<file path="src/rtl/jump_instr_encoder.sv">
// jump_instr_encoder
//   Packs a jump target address into a MIPS J-type word (J or JAL) relative
//   to the jump's own PC. Two-stage valid/ready pipeline, one word per cycle,
//   unencodable targets flagged (the word is still emitted).
//
// Ports
//   clk, rst_n       rising-edge clock, synchronous active-low reset
//   in_valid/ready   request handshake (in_ready independent of in_valid)
//   in_link          1 = JAL, 0 = J
//   in_pc            address of the jump instruction itself
//   in_target        desired jump target address
//   out_valid/ready  result handshake
//   out_instr        {opcode, target[27:2]}
//   out_err_align    target[1:0] != 0
//   out_err_region   target[31:28] != (pc+4)[31:28]
//   err_count        saturating count of erroneous words delivered
module jump_instr_encoder #(
  parameter logic [5:0]  OPCODE_J   = 6'b000010,
  parameter logic [5:0]  OPCODE_JAL = 6'b000011,
  parameter int unsigned ERR_CNT_W  = 8
) (
  input  logic                 clk,
  input  logic                 rst_n,
  input  logic                 in_valid,
  output logic                 in_ready,
  input  logic                 in_link,
  input  logic [31:0]          in_pc,
  input  logic [31:0]          in_target,
  output logic                 out_valid,
  input  logic                 out_ready,
  output logic [31:0]          out_instr,
  output logic                 out_err_align,
  output logic                 out_err_region,
  output logic [ERR_CNT_W-1:0] err_count
);

  // Stage-1 encode (combinational, registered into S1)
  logic [31:0] pc4;
  logic [31:0] instr_d;
  logic        align_err_d;
  logic        region_err_d;

  always_comb begin
    pc4          = in_pc + 32'd4;          // wraps modulo 2^32
    align_err_d  = |in_target[1:0];
    region_err_d = (in_target[31:28] != pc4[31:28]);
    instr_d      = {(in_link ? OPCODE_JAL : OPCODE_J), in_target[27:2]};
  end

  // Stage-1 register
  logic        s1_valid;
  logic [31:0] s1_instr;
  logic        s1_err_align;
  logic        s1_err_region;

  // Handshake / advance control
  logic s2_free;
  logic in_accept;
  logic s1_adv;
  logic out_fire;

  assign s2_free   = !out_valid || out_ready;
  assign in_ready  = !s1_valid || s2_free;
  assign in_accept = in_valid && in_ready;
  assign s1_adv    = s1_valid && s2_free;
  assign out_fire  = out_valid && out_ready;

  always_ff @(posedge clk) begin
    if (!rst_n) begin
      s1_valid      <= 1'b0;
      s1_instr      <= '0;
      s1_err_align  <= 1'b0;
      s1_err_region <= 1'b0;
    end else begin
      // A new accept always refills S1; otherwise S1 empties once it advances.
      if (in_accept) begin
        s1_valid      <= 1'b1;
        s1_instr      <= instr_d;
        s1_err_align  <= align_err_d;
        s1_err_region <= region_err_d;
      end else if (s1_adv) begin
        s1_valid <= 1'b0;
      end
    end
  end

  // Stage-2 / output register: out_* come straight from these flops and
  // hold while out_valid && !out_ready.
  always_ff @(posedge clk) begin
    if (!rst_n) begin
      out_valid      <= 1'b0;
      out_instr      <= '0;
      out_err_align  <= 1'b0;
      out_err_region <= 1'b0;
    end else begin
      if (s1_adv) begin
        out_valid      <= 1'b1;
        out_instr      <= s1_instr;
        out_err_align  <= s1_err_align;
        out_err_region <= s1_err_region;
      end else if (out_ready) begin
        out_valid <= 1'b0;
      end
    end
  end

  // Saturating count of delivered erroneous words
  always_ff @(posedge clk) begin
    if (!rst_n) begin
      err_count <= '0;
    end else if (out_fire && (out_err_align || out_err_region)
                 && (err_count != '1)) begin
      err_count <= err_count + ERR_CNT_W'(1);
    end
  end

endmodule

</file>
<file path="config.mk">
export PLATFORM = sky130hd
export DESIGN_NAME = jump_instr_encoder
export DESIGN_NICKNAME = d
export VERILOG_FILES = /design/src/rtl/jump_instr_encoder.sv
export SDC_FILE = /design/constraint.sdc
export NUM_CORES = 1
export LEC_CHECK = 0
export ABC_AREA = 1
export CAP_MARGIN = 20
export CORE_MARGIN = 2
export CORE_UTILIZATION = 47
export DETAILED_ROUTE_END_ITERATION = 10
export PLACE_DENSITY = 0.95
export SYNTH_ARGS = -nofsm -noshare
export SYNTH_HDL_FRONTEND = slang
export SYNTH_SLANG_ARGS = --single-unit
export TNS_END_PERCENT = 10
</file>
<file path="constraint.sdc">
create_clock -name clk -period 3.5 [get_ports clk]
set_input_delay 0.875 -clock clk [delete_from_list [all_inputs] [get_ports clk]]
set_output_delay 0.875 -clock clk [all_outputs]
set_load 0.05 [all_outputs]
</file>
Word-level counts from Yosys, hierarchy flattened
Index checks and enable logic that the tools add are counted.
{"block": "totals", "reg_bits": 78, "elab_cells": 31, "input_bits": 69, "output_inout_bits": 44}
{"block": "classes", "reduce_logical": 13, "n_mux": 5, "n_addsub": 2, "eq_ne": 2}
{"op": "adder 32 x 3 -> 32 bit, second input constant", "n": 1}
{"op": "adder 8 x 1 -> 8 bit, second input constant", "n": 1}
{"op": "!= test 8 bit, second input constant", "n": 1}
{"op": "logical AND 1 bit", "n": 5}
{"op": "2-to-1 mux 1 bit", "n": 5}
{"op": "!= test 4 bit", "n": 1}
{"op": "nonzero test 2 bit", "n": 2}
{"op": "logical OR 1 bit", "n": 3}
{"op": "zero test 1 bit", "n": 2}
{"op": "OR reduction 2 bit", "n": 1}

Logic depth before layout (Yosys ltp)
{"block": "logic_depth", "ltp_word": 5, "depth_mapped": 10, "ltp_nobuf": 10}

Worst setup path before layout
Ideal clock, no wire load.
{"block": "synth_path", "path_kind": "in2out", "start": "input port out_ready", "end": "output port in_ready", "cell_stages": 2, "required_time_ns": 2.625, "path_buffers": 0, "arrival_time_ns": 1.327, "slack_ns": 1.298, "cell_sequence": "inv_2 > nand3_1"}
{"block": "synth_between", "elab_chain_cells": 2}
{"item": "start, declared", "line": "30", "rtl": "input logic out_ready,"}
{"item": "logical OR 1 bit", "line": "62", "rtl": "assign s2_free = !out_valid || out_ready;"}
{"item": "logical OR 1 bit", "line": "63", "rtl": "assign in_ready = !s1_valid || s2_free;"}
{"item": "end, declared", "line": "25", "rtl": "output logic in_ready,"}
Every way passes these cells.

Worst setup path after layout
Ends and elaborated chain as after synthesis.

==> metrics.txt <==
# TYPE chip_impl_metric gauge
chip_impl_metric{name="cp_max_fo",unit=""} 3
chip_impl_metric{name="ir_worst_vdd",unit="uV"} 295
chip_impl_metric{name="syn_area_cell",unit="um^2"} 6.85
chip_impl_metric{name="synth-warning-count",unit=""} 0
chip_impl_metric{name="timing.final.max_slew_violations",unit=""} 0
chip_impl_metric{name="max-slew-margin-rel",unit="%"} 36.0
chip_impl_metric{name="global_route.usage.met3",unit="%"} 4.35
chip_impl_metric{name="drt-initial-drc-count",unit=""} 141
chip_impl_metric{name="dp_cells",unit=""} 602
chip_impl_metric{name="clk_sinks",unit=""} 70
chip_impl_metric{name="placement.cell_area",unit="mm^2"} 0.00407
chip_impl_info{name="tritoncts",value="built"} 1
chip_impl_info{name="grt_setup_unrepaired",value="false"} 1
chip_impl_metric{name="netSwitchingPower",unit="mW"} 0.540
chip_impl_metric{name="count_of_final_hold_check_violations",unit=""} 0
chip_impl_metric{name="final_antenna_net_count",unit=""} 0
chip_impl_metric{name="vias",unit=""} 3068
chip_impl_metric{name="fp.coreArea",unit="mm^2"} 0.00624
chip_impl_metric{name="leakagePower",unit="nW"} 1.73
chip_impl_metric{name="final_layout_size_suffix_gt1_share",unit="%"} 5.73
chip_impl_info{name="post-synth-top-area-cell",value="dfxtp_1"} 1
chip_impl_metric{name="fin_area",unit="mm^2"} 0.00425
chip_impl_metric{name="chipHeight",unit="um"} 83.8
chip_impl_info{name="critical_path_class",value="primary input to output port"} 1
chip_impl_metric{name="start_util",unit="%"} 48.0
chip_impl_metric{name="routed_wire_length_per_instance",unit="um"} 12.5
chip_impl_metric{name="grt_max_degree",unit=""} 66
chip_impl_metric{name="drt_wl_total",unit="um"} 7700
chip_impl_metric{name="r2r_cells",unit=""} 9
chip_impl_metric{name="ctsResizeCount",unit=""} 0
chip_impl_metric{name="period_share",unit="%"} 74.2
chip_impl_metric{name="cp_arrival",unit="ns"} 1.72
chip_impl_metric{name="netlist_area_before_placement",unit="mm^2"} 0.00300
chip_impl_metric{name="final-seq-area",unit="mm^2"} 0.00140
chip_impl_metric{name="globalRouteMet1Util",unit="%"} 26.3
chip_impl_info{name="final_common_cell",value="nor2_1"} 1
chip_impl_metric{name="place_congestion",unit=""} 0.958
chip_impl_metric{name="timing.critical_path.depth",unit=""} 4
chip_impl_metric{name="pwr_cell_area",unit="mW/mm^2"} 433
chip_impl_metric{name="cts.path.max_buffers",unit=""} 2
chip_impl_info{name="worstSetupStartpoint",value="out_ready"} 1
chip_impl_metric{name="post_layout_nonfiller_instances",unit=""} 618
chip_impl_metric{name="post_synthesis_cell_type_count",unit=""} 25
chip_impl_metric{name="area_fraction_in_and_or_nand_and_nor_cells_after_synthesis",unit="%"} 31.7
chip_impl_metric{name="synthMuxAreaShare",unit="%"} 0
chip_impl_metric{name="cts_inserted_buffers",unit=""} 9
chip_impl_metric{name="syn-instance-count",unit=""} 437
chip_impl_metric{name="netlist.area_leader.share",unit="%"} 46.8
chip_impl_info{name="end_kind",value="output port"} 1
chip_impl_metric{name="floorplan.die_area",unit="mm^2"} 0.00703
chip_impl_metric{name="clk_latency",unit="ns"} 0.34
chip_impl_info{name="ctsRootBufferMaster",value="clkbuf_8"} 1
chip_impl_metric{name="global_route.overflow_total",unit=""} 0
chip_impl_metric{name="maxCapViolCount",unit=""} 0
chip_impl_metric{name="nNetsFinal",unit=""} 606
chip_impl_metric{name="grt_pass1_vias",unit=""} 3054
chip_impl_metric{name="clock_power_share",unit="%"} 32.2
chip_impl_metric{name="synth-edff-count",unit=""} 0
chip_impl_metric{name="worst-path-buf-inv",unit=""} 3
chip_impl_metric{name="grt_use_met2",unit="%"} 41.5
chip_impl_metric{name="cp.required",unit="ns"} 2.62
chip_impl_metric{name="finalSetupTns",unit="ns"} 0
chip_impl_info{name="crit-reg2reg-launch",value="err_count[0]"} 1
chip_impl_info{name="timing.critical_path.slowest_stage_cell",value="clkdlybuf4s50_1"} 1
chip_impl_metric{name="share_seq_of_total_power",unit="%"} 47.5
chip_impl_metric{name="cell_internal_pwr",unit="mW"} 1.30
chip_impl_info{name="hp-class",value="flop to flop"} 1
chip_impl_metric{name="nFillCells",unit=""} 520
chip_impl_metric{name="clk_pin_slew_worst_paths",unit="ns"} 0.07
chip_impl_metric{name="netSwitchingFraction",unit="%"} 29.4
chip_impl_metric{name="share_comb_of_total_power",unit="%"} 20.2
chip_impl_metric{name="synth_xor_xnor_area_share",unit="%"} 2.05
chip_impl_info{name="path_cells",value="clkdlybuf4s50_1, inv_2, nand3_1, buf_4"} 1
chip_impl_metric{name="synthToLayoutAreaGrowth",unit="%"} 41.9
chip_impl_metric{name="max_clock_freq",unit="MHz"} 385
chip_impl_metric{name="rows",unit=""} 29
chip_impl_metric{name="grt_first_pass_wirelength",unit="um"} 13200
chip_impl_metric{name="count_of_buffers_inserted_at_the_top_level_ports",unit=""} 106
chip_impl_info{name="hp-start",value="s1_instr[26]"} 1
chip_impl_info{name="result_of_the_run",value="complete, no violations"} 1
chip_impl_info{name="synth_top_family_by_area",value="simple AND/OR/NAND/NOR gates"} 1
chip_impl_metric{name="worstMarginPinSlew",unit="ns"} 0.960
chip_impl_metric{name="cts_setup_buffers",unit=""} 0
chip_impl_metric{name="critical-path-max-stage-delay",unit="ns"} 0.48
chip_impl_metric{name="die_width",unit="um"} 83.8
chip_impl_info{name="busiest_layer",value="met2"} 1
chip_impl_metric{name="grt.total_usage",unit="%"} 23.0
chip_impl_metric{name="n_antenna_cell",unit=""} 0
chip_impl_info{name="setup.worst_path.start_class",value="primary input"} 1
chip_impl_metric{name="final_critical_path_required_period",unit="ns"} 2.60
chip_impl_info{name="cp_top_family",value="buffers and inverters"} 1
chip_impl_info{name="synth_ff_type",value="dfxtp_1"} 1
chip_impl_info{name="layout_common_cells",value="nor2_1 (152), clkdlybuf4s50_1 (104), nand2_1 (71), dfxtp_1 (70), o21ai_0 (45)"} 1
chip_impl_metric{name="timing.hold.worst_path_depth",unit=""} 2
chip_impl_metric{name="setup_violations",unit=""} 0
chip_impl_metric{name="synth_adder_area_share",unit="%"} 0.418
chip_impl_metric{name="timing.clock.skew",unit="ns"} 0.00833
chip_impl_metric{name="residual_drc_count",unit=""} 0
chip_impl_metric{name="detailed_place_hpwl",unit="um"} 5630
chip_impl_metric{name="async_reset_ff_share",unit="%"} 0
chip_impl_metric{name="drt_pass1_iterations",unit=""} 6
chip_impl_metric{name="synth-compound-area-share",unit="%"} 12.4
chip_impl_metric{name="footprint_of_the_multi_input_gates",unit="mm^2"} 0.00141
chip_impl_metric{name="cts_htree_levels",unit=""} 3
chip_impl_metric{name="ys_seq_area_share",unit="%"} 46.8
chip_impl_metric{name="ys_ff_latch",unit=""} 70
chip_impl_info{name="yosys-top-cells-area",value="dfxtp_1 (47%), nor2_1 (19%), nand2_1 (8.9%)"} 1
chip_impl_metric{name="antenna_violations_before_repair",unit=""} 0
chip_impl_metric{name="io-pin-count",unit=""} 113
chip_impl_metric{name="viasPerCell",unit=""} 4.96
chip_impl_metric{name="hold_buffers",unit=""} 0
chip_impl_metric{name="final.hold.worst_slack",unit="ns"} 0.484
-- final timing paths --
path                  end  slack (ns)
min reg2reg  s1_instr[26]        0.48
max              in_ready        0.90
min          s1_instr[26]        0.48
max reg2reg  err_count[2]        1.90
-- stage by stage --
step	power (mW)	util, %	worst slack (ns)
4_1_cts	1.85	68.1	0.895
5_1_grt	1.93	68.1	0.858
3_3_place_gp	1.25	65.2	0.881
6_report	1.84	68.1	0.902
2_1_floorplan	1.11	-	1.30
3_5_place_dp	1.26	65.2	0.902
-- layer usage --
| metal | part of all wire [%] | routed length [um] |
|---|---|---|
| met5 | 0 | 0 |
| met4 | 2.3 | 175 |
| met3 | 4.7 | 363 |
| met2 | 52 | 3980 |
| met1 | 41 | 3180 |
-- flip-flops by register name, summed over array words and instances, names as in the netlist --
register	cells
err_count	8
out_err_align	1
out_err_region	1
out_instr	28
out_valid	1
s1_err_align	1
s1_err_region	1
s1_instr	28
s1_valid	1
-- power by group through the flow --
stage	clock (mW)	sequential, mW	combinational [mW]
after floorplan	0	0.975	0.132
after global placement	0	0.889	0.361
after detailed placement	0	0.893	0.371
after CTS	0.605	0.874	0.373
after global routing	0.648	0.882	0.403
final	0.593	0.874	0.372
-- tightest hold or removal path: cells and delay by family, from the launching register on --
| family | cells | cell delay (ns) |
|---|---|---|
| DFF | 1 | 0.33 |
| and+or+nand+nor | 2 | 0.12 |
-- kinds of logic (layout without fill, tap and decap cells) --
kind of cell	after synthesis	count (layout)
flip-flops	70	70
AND/OR/NAND/NOR	240	240
adder cells (fa/ha/maj)	1	1
buffers and inverters	46	147
other	1	4
AO/OA/AOI/OAI	72	72
XOR/XNOR	7	7
-- final cells by class --
type / count / area share (%)
inverter: 23 / 2.09
multi-input combinational: 324 / 33.2
clock buffer: 12 / 3.65
sequential: 70 / 33.0
tap: 77 / 2.27
clock inverter: 4 / 0.706
timing repair buffer: 108 / 25.1
-- Yosys cell counts (3+ instances only) --
cell type    n
nand2_1     71
xnor2_1      3
o21ai_1     17
inv_2        4
nor2_1     152
buf_2        3
xor2_1       4
dfxtp_1     70
buf_4        4
clkbuf_1    15
inv_1       18
o21ai_0     45
nand3_1      9
a21oi_2      3
a21oi_1      7
Power figures use the tool's default switching activity.
